File: src/rtl/cla_pipe_adder.sv
// -----------------------------------------------------------------------------
// cla_pipe_adder
//
// Pipelined carry-lookahead adder/subtractor. The operands are split into
// groups of GRP bits. Each group forms its own propagate/generate pair. The
// group carries then ripple across groups, and each group resolves its own
// bit carries from its incoming group carry.
//
// LAT selects where the pipeline registers sit:
//   LAT=1 : output register only
//   LAT=2 : adds a register after the per-bit p/g and group P/G
//   LAT=3 : also adds a register after the group carries
//
// Ports
//   clk        rising-edge clock
//   rst        synchronous active-high reset, clears every register
//   en         pipeline advance enable; when low, everything holds
//   in_valid   qualifies the operands presented this cycle
//   sub        0 = a + b + cin, 1 = a - b - cin
//   a, b       WIDTH-bit operands (unsigned or two's complement)
//   cin        carry-in (add) or borrow-in (subtract)
//   sum        registered result, modulo 2^WIDTH
//   cout       registered carry-out (add) or inverted borrow-out (subtract)
//   ovf        registered signed overflow flag
//   out_valid  registered qualifier for sum/cout/ovf
// -----------------------------------------------------------------------------
module cla_pipe_adder #(
   parameter int WIDTH = 64,
   parameter int GRP   = 4,
   parameter int LAT   = 2
) (
   input  logic             clk,
   input  logic             rst,
   input  logic             en,
   input  logic             in_valid,
   input  logic             sub,
   input  logic [WIDTH-1:0] a,
   input  logic [WIDTH-1:0] b,
   input  logic             cin,
   output logic [WIDTH-1:0] sum,
   output logic             cout,
   output logic             ovf,
   output logic             out_valid
);

   localparam int NG = WIDTH / GRP;

   logic [WIDTH-1:0] b_eff;
   logic [WIDTH-1:0] p0, g0;
   logic [NG-1:0]    gp0, gg0;
   logic             ci0;

   logic [WIDTH-1:0] p1, g1;
   logic [NG-1:0]    gp1, gg1;
   logic             ci1, v1;

   logic [NG:0]      gc1;

   logic [WIDTH-1:0] p2, g2;
   logic [NG:0]      gc2;
   logic             v2;

   logic [WIDTH-1:0] bit_c;
   logic [WIDTH-1:0] sum_d;
   logic             cout_d, ovf_d;

   // Subtraction is done as a + ~b + ~cin, which equals a - b - cin.
   // This lets one carry network serve both modes.
   assign b_eff = sub ? ~b : b;
   assign ci0   = sub ? ~cin : cin;
   assign p0    = a ^ b_eff;
   assign g0    = a & b_eff;

   // Collapse each group of GRP bits into one propagate/generate pair.
   // A group propagates only if every bit propagates. It generates if some
   // bit generates and all the bits above it propagate.
   always_comb begin
      logic gen_acc;
      logic prop_acc;
      gp0 = '0;
      gg0 = '0;
      for (int k = 0; k < NG; k++) begin
         gen_acc  = 1'b0;
         prop_acc = 1'b1;
         for (int j = 0; j < GRP; j++) begin
            gen_acc  = g0[k*GRP+j] | (p0[k*GRP+j] & gen_acc);
            prop_acc = prop_acc & p0[k*GRP+j];
         end
         gg0[k] = gen_acc;
         gp0[k] = prop_acc;
      end
   end

   // Optional first pipeline register, after the per-bit and per-group
   // propagate/generate terms. The effective carry-in and the valid bit
   // travel alongside so the slot stays self-contained.
   generate
      if (LAT >= 2) begin : g_stage1_reg
         always_ff @(posedge clk) begin
            if (rst) begin
               p1  <= '0;
               g1  <= '0;
               gp1 <= '0;
               gg1 <= '0;
               ci1 <= 1'b0;
               v1  <= 1'b0;
            end else if (en) begin
               p1  <= p0;
               g1  <= g0;
               gp1 <= gp0;
               gg1 <= gg0;
               ci1 <= ci0;
               v1  <= in_valid;
            end
         end
      end else begin : g_stage1_wire
         assign p1  = p0;
         assign g1  = g0;
         assign gp1 = gp0;
         assign gg1 = gg0;
         assign ci1 = ci0;
         assign v1  = in_valid;
      end
   endgenerate

   // Second lookahead level: carry into each group. gc1[k] is the carry
   // entering group k, and gc1[NG] is the carry out of the whole word.
   always_comb begin
      logic c_run;
      gc1    = '0;
      c_run  = ci1;
      gc1[0] = c_run;
      for (int k = 0; k < NG; k++) begin
         c_run    = gg1[k] | (gp1[k] & c_run);
         gc1[k+1] = c_run;
      end
   end

   // Optional second pipeline register, after the group carries. Only the
   // per-bit p/g and the group carries are needed past this point.
   generate
      if (LAT >= 3) begin : g_stage2_reg
         always_ff @(posedge clk) begin
            if (rst) begin
               p2  <= '0;
               g2  <= '0;
               gc2 <= '0;
               v2  <= 1'b0;
            end else if (en) begin
               p2  <= p1;
               g2  <= g1;
               gc2 <= gc1;
               v2  <= v1;
            end
         end
      end else begin : g_stage2_wire
         assign p2  = p1;
         assign g2  = g1;
         assign gc2 = gc1;
         assign v2  = v1;
      end
   endgenerate

   // Resolve the carry into every bit, starting from the carry that enters
   // its group. Overflow compares the carry into the MSB with the carry out
   // of the MSB.
   always_comb begin
      logic c_run;
      bit_c = '0;
      for (int k = 0; k < NG; k++) begin
         c_run = gc2[k];
         for (int j = 0; j < GRP; j++) begin
            bit_c[k*GRP+j] = c_run;
            c_run          = g2[k*GRP+j] | (p2[k*GRP+j] & c_run);
         end
      end
   end

   assign sum_d  = p2 ^ bit_c;
   assign cout_d = gc2[NG];
   assign ovf_d  = bit_c[WIDTH-1] ^ gc2[NG];

   // Output register, present for every LAT value. It holds while en is low
   // and clears on reset regardless of en.
   always_ff @(posedge clk) begin
      if (rst) begin
         sum       <= '0;
         cout      <= 1'b0;
         ovf       <= 1'b0;
         out_valid <= 1'b0;
      end else if (en) begin
         sum       <= sum_d;
         cout      <= cout_d;
         ovf       <= ovf_d;
         out_valid <= v2;
      end
   end

endmodule

File: config.mk
export PLATFORM = sky130hd
export DESIGN_NAME = cla_pipe_adder
export DESIGN_NICKNAME = d
export VERILOG_FILES = /design/src/rtl/cla_pipe_adder.sv
export SDC_FILE = /design/constraint.sdc
export NUM_CORES = 1
export LEC_CHECK = 0
export CORE_ASPECT_RATIO = 0.5
export CORE_MARGIN = 4
export CORE_UTILIZATION = 55
export DETAILED_ROUTE_END_ITERATION = 8
export PLACE_DENSITY_LB_ADDON = 0.05
export SLEW_MARGIN = 40
export SYNTH_ARGS = -nofsm -noshare
export SYNTH_HDL_FRONTEND = slang
export SYNTH_SLANG_ARGS = --single-unit
File: constraint.sdc
create_clock -name clk -period 8.95 [get_ports clk]
set_clock_uncertainty 0.05 [all_clocks]
set_input_delay 2.2375 -clock clk [delete_from_list [all_inputs] [get_ports clk]]
set_output_delay 2.2375 -clock clk [all_outputs]
set_load 0.01 [all_outputs]
* Yosys cells after proc, flatten, opt, wreduce, memory -nomap -nowiden
Cells that the tools add are included.
** Storage, ports and cells
- Flip-flop bits (word level) :: 228
- Output and inout bits :: 67
** Cells by class
- Muxes and demuxes :: 2
- Bitwise logic cells :: 278
** Operators by type and width (count)
- 1-bit AND :: 160
- 64-bit bitwise XOR :: 2
- 1-bit bitwise OR :: 112
- 64-bit AND :: 1
- 64-bit 2-to-1 mux :: 1
- 64-bit NOT :: 1
- 1-bit 2-to-1 mux :: 1
- 1-bit NOT :: 1
- 1-bit bitwise XOR :: 1

* Longest topological paths before layout
- Depth in word-level cells :: 37
- Depth in mapped cells :: 15
- Gate-level depth less buffers :: 15

* Worst setup path after synthesis
Ideal clock, no wire load.
- Path kind :: input port to flip-flop
- From :: input port sub
- To :: register gg1[3]
- Library setup time :: 0.141 ns
- Arrival :: 3.785 ns
- Required time :: 8.759 ns
- Path slack :: 4.974 ns
- Cell stages on the path :: 8
- Buffers on the path :: 2
- Cells stage by stage :: clkbuf_1 -> buf_2 -> xor2_1 -> ha_1 -> a21o_1 -> a21o_1 -> a21oi_1 -> a211oi_1
** On the way
- Word-level cells in the longest chain between the ends :: 8
- Elaborated cells on any way between the ends :: 9
** RTL lines
- start: declaration :: RTL line 36 : input logic sub,
- 64-bit 2-to-1 mux :: RTL line 69 : assign b_eff = sub ? ~b : b;
- 64-bit bitwise XOR :: RTL line 71 : assign p0 = a ^ b_eff;
- net p0[13] :: RTL line 49 : logic [WIDTH-1:0] p0, g0;
- 1-bit AND :: RTL line 86 : gen_acc = g0[k*GRP+j] | (p0[k*GRP+j] & gen_acc);
- 1-bit bitwise OR :: RTL line 86
- 1-bit AND :: RTL line 86
- 1-bit bitwise OR :: RTL line 86
- 1-bit AND :: RTL line 86
- 1-bit bitwise OR :: RTL line 86
- end signal: assignment :: RTL line 111 : gg1 <= gg0;
- end: declaration :: RTL line 54 : logic [NG-1:0] gp1, gg1;
The timed path passes the listed nets, and every way through them passes these cells.
A chain may end at the register's enable or synchronous reset.

* Worst setup path after layout
- From :: input port sub
- To :: register gg1[4]
Same word-level chain as after synthesis.

==> flow_metrics.env <==
export IMPL_fp_dieH_um=106
export IMPL_finalWeightedCongestion=0.832
export IMPL_max_clock_path_buffers=3
export IMPL_worst_slew_pin_slew_ns=0.835
export IMPL_synth_cells=1052
export IMPL_holdCritPathClass="reg2reg"
export IMPL_timing_critical_path_from="sub"
export IMPL_drc_markers=0
export IMPL_avgViaCountPerCell=5.19
export IMPL_worst_r2r_setup_slack_ns=5.44
export IMPL_synth_common_cells="232 x sky130_fd_sc_hd__nor2_1, 213 x sky130_fd_sc_hd__dfxtp_1, 192 x sky130_fd_sc_hd__mux2i_1"
export IMPL_clk_insertion_delay_late_ns=0.49
export IMPL_criticalPathCategory="in2reg"
export IMPL_timing_final_hold_violations=0
export IMPL_wl_cell_um=15.6
export IMPL_worstPathArrival_ns=4.42
export IMPL_fraction_of_the_cycle_the_final_worst_path_needs_pct=46.3
export IMPL_synth_edf_count=0
export IMPL_post_cts_resize_count=0
export IMPL_global_route_usage_met1_pct=28.2
export IMPL_finalNetCount=1469
export IMPL_clk_root_buffer_cell="sky130_fd_sc_hd__clkbuf_16"
export IMPL_fmax_mhz=242
export IMPL_slew_violations=0
export IMPL_syn_num_nets=1298
export IMPL_timing_rr_end="ovf"
export IMPL_holdWs_ns=0.437
export IMPL_postLayoutCellArea_um2=13400
export IMPL_rsz0062_at_grt="no"
export IMPL_antennaDiodeCount=0
export IMPL_gr_max_usage_layer="met2"
export IMPL_setup_crit_end_kind="flop"
export IMPL_most_common_flop_cell_mapped_by_yosys="sky130_fd_sc_hd__dfxtp_1"
export IMPL_dr_first_iter_drc_count=332
export IMPL_critical_path_required_ns=9.23
export IMPL_synth_sequential_area_ratio_pct=40.5
export IMPL_grt_use_met2_pct=35.8
export IMPL_post_route_util_pct=72.1
export IMPL_grt_pass1_wl_um=38300
export IMPL_cell_chain_of_the_critical_path="buf_4, buf_4, xor2_1, ha_1, a21o_1, a21o_1, a21oi_1, a211oi_1"
export IMPL_route_antenna_remaining_nets=0
export IMPL_p_per_area_nw_per_um2=181
export IMPL_timing_critical_path_from_type="input port"
export IMPL_synth_cell_type_count=32
export IMPL_synth_most_common_cell="sky130_fd_sc_hd__nor2_1"
export IMPL_post_synthesis_async_set_or_reset_flop_share_pct=0
export IMPL_status="finished, final reports clean"
export IMPL_tritoncts="yes"
export IMPL_timing_final_setup_violations=0
export IMPL_crit_slowest_cell="sky130_fd_sc_hd__buf_4"
export IMPL_critical_path_peak_fanout=45
export IMPL_period_minus_slack_ns=4.14
export IMPL_initial_core_util_pct=56.6
export IMPL_post_cts_setup_buffers=0
export IMPL_r2r_cells=15
export IMPL_total_die_area_um2=21600
export IMPL_port_buffer_count=200
export IMPL_via_count_of_the_routed_design=7761
export IMPL_netlist_top_cells_area="sky130_fd_sc_hd__dfxtp_1 40%, sky130_fd_sc_hd__mux2i_1 18%, sky130_fd_sc_hd__ha_1 13%"
export IMPL_fraction_of_met3_tracks_used_by_global_routing_pct=3.90
export IMPL_drt_pre_antenna_iters=4
export IMPL_post_dp_hpwl_um=16900
export IMPL_setup_tns_ns=0
export IMPL_synth_avg_cell_area_um2=10.0
export IMPL_placement_cell_area_um2=12700
export IMPL_crit_end="gg1[4]"
export IMPL_synthDominantCellAreaShare_pct=40.5
export IMPL_post_synth_instance_area_um2=10500
export IMPL_vdd_ir_drop_worst_mv=0.133
export IMPL_worst_slew_margin_pct=44.3
export IMPL_yosysWarnings=0
export IMPL_grt_max_degree=121
export IMPL_cap_violations=0
export IMPL_clkSinkCount=213
export IMPL_postRouteWirelength_um=23400
export IMPL_die_x_um=204
export IMPL_ctsHoldBuffers=0
export IMPL_count_of_state_elements_after_synthesis=213
export IMPL_number_of_fill_cells=1416
export IMPL_area_growth_from_synthesis_to_layout_pct=27.4
export IMPL_synth_top_area_cell="sky130_fd_sc_hd__dfxtp_1"
export IMPL_clk_pin_slew_ns=0.07
export IMPL_cts_max_level=1
export IMPL_numCtsBuffers=21
export IMPL_cpPeakStageDelay_ns=0.70
export IMPL_crit_reg2reg_launch="gp1[0]"
export IMPL_grt_antenna_before_repair=0
export IMPL_number_of_global_route_vias_before_repair=7937
export IMPL_pin_count=201
export IMPL_track_usage_pct=21.0
export IMPL_core_area_um2=18600
export IMPL_rows=35
export IMPL_grt_overflow_total=0
export IMPL_final_layout_size_suffix_gt1_share_pct=6.87
export IMPL_power_leakage_uw=0.00643
-- cells in the final DEF (no fill, tap or decap), types with 5 or more instances in the layout --
master                            Yosys  final
sky130_fd_sc_hd__nor2_1             232    232
sky130_fd_sc_hd__dfxtp_1            213    213
sky130_fd_sc_hd__clkdlybuf4s50_1      0    197
sky130_fd_sc_hd__mux2i_1            192    192
sky130_fd_sc_hd__ha_1               112    112
sky130_fd_sc_hd__xor2_1              64     64
sky130_fd_sc_hd__a21o_1              40     40
sky130_fd_sc_hd__or2_2               33     33
sky130_fd_sc_hd__a21oi_1             23     23
sky130_fd_sc_hd__clkbuf_16            0     21
sky130_fd_sc_hd__a211oi_1            19     19
sky130_fd_sc_hd__xnor2_1             17     17
sky130_fd_sc_hd__and4_1              15     15
sky130_fd_sc_hd__clkbuf_8             0     12
sky130_fd_sc_hd__nand2_1              7      7
sky130_fd_sc_hd__inv_1                5      5
sky130_fd_sc_hd__o21ai_0              5      5
-- routing by layer --
layer	vias to the layer above	share of wire, %	wire length (um)
met1	3642	48	11300
met3	30	4.0	938
met2	125	46	10900
met4	0	1.5	340
met5	-	0	0
li1	3964	-	-
-- final cells by class --
cell class	instances	area, um2	share of cell area, %
flip-flops and latches	213	4260	31.8
well taps	259	324	2.42
multi-input cells	777	6000	44.7
clock inverters	4	25.0	0.187
repair buffers	205	2100	15.7
inverters	5	18.8	0.140
clock buffers	33	681	5.07
-- sequential cells by signal, summed over array words and instances, names as in the netlist --
signal / count
gp1: 16
v1: 1
sum: 64
cout: 1
g1: 48
out_valid: 1
ovf: 1
ci1: 1
gg1: 16
p1: 64
-- worst min path at each step --
| stage | cells after the start | to | slack [ns] | start |
|---|---|---|---|---|
| 2_1_floorplan | 2 | g1[0] | 0.40 | g1[0] |
| 3_3_place_gp | 2 | g1[16] | 0.42 | g1[16] |
| 3_5_place_dp | 2 | g1[60] | 0.43 | g1[60] |
| 4_1_cts | 2 | cout | 0.44 | cout |
| 5_1_grt | 2 | gg1[0] | 0.45 | gg1[0] |
| 6_report | 2 | cout | 0.44 | cout |
-- critical path, delay by kind of cell --
kind | cells | cell delay (ns)
buffers and inverters | 2 | 1.03
XOR/XNOR | 1 | 0.18
adder cells (fa/ha/maj) | 1 | 0.35
AO/OA/AOI/OAI | 4 | 0.58
-- power breakdown --
part	switching [uW]	internal, uW
Sequential	41.1	1020
Clock	361	521
Combinational	224	258
-- stage by stage --
step / worst slack, ns / power (uW) / std cells
3_5_place_dp: 4.32 / 1560 / 1459
5_1_grt: 4.69 / 2550 / 1496
2_1_floorplan: 4.97 / 1370 / 1052
6_report: 4.81 / 2420 / 1496
3_3_place_gp: 4.40 / 1550 / 1457
4_1_cts: 4.83 / 2450 / 1496
-- cells by family after synthesis --
logic type / share of synthesized area, %
AO/OA/AOI/OAI: 6.30
multiplexers: 18.5
adder cells (fa/ha/maj): 13.3
XOR/XNOR: 6.74
buffers and inverters: 2.51
AND/OR/NAND/NOR: 12.2
flip-flops: 40.5
No activity file was read; power rests on OpenSTA's default activity.
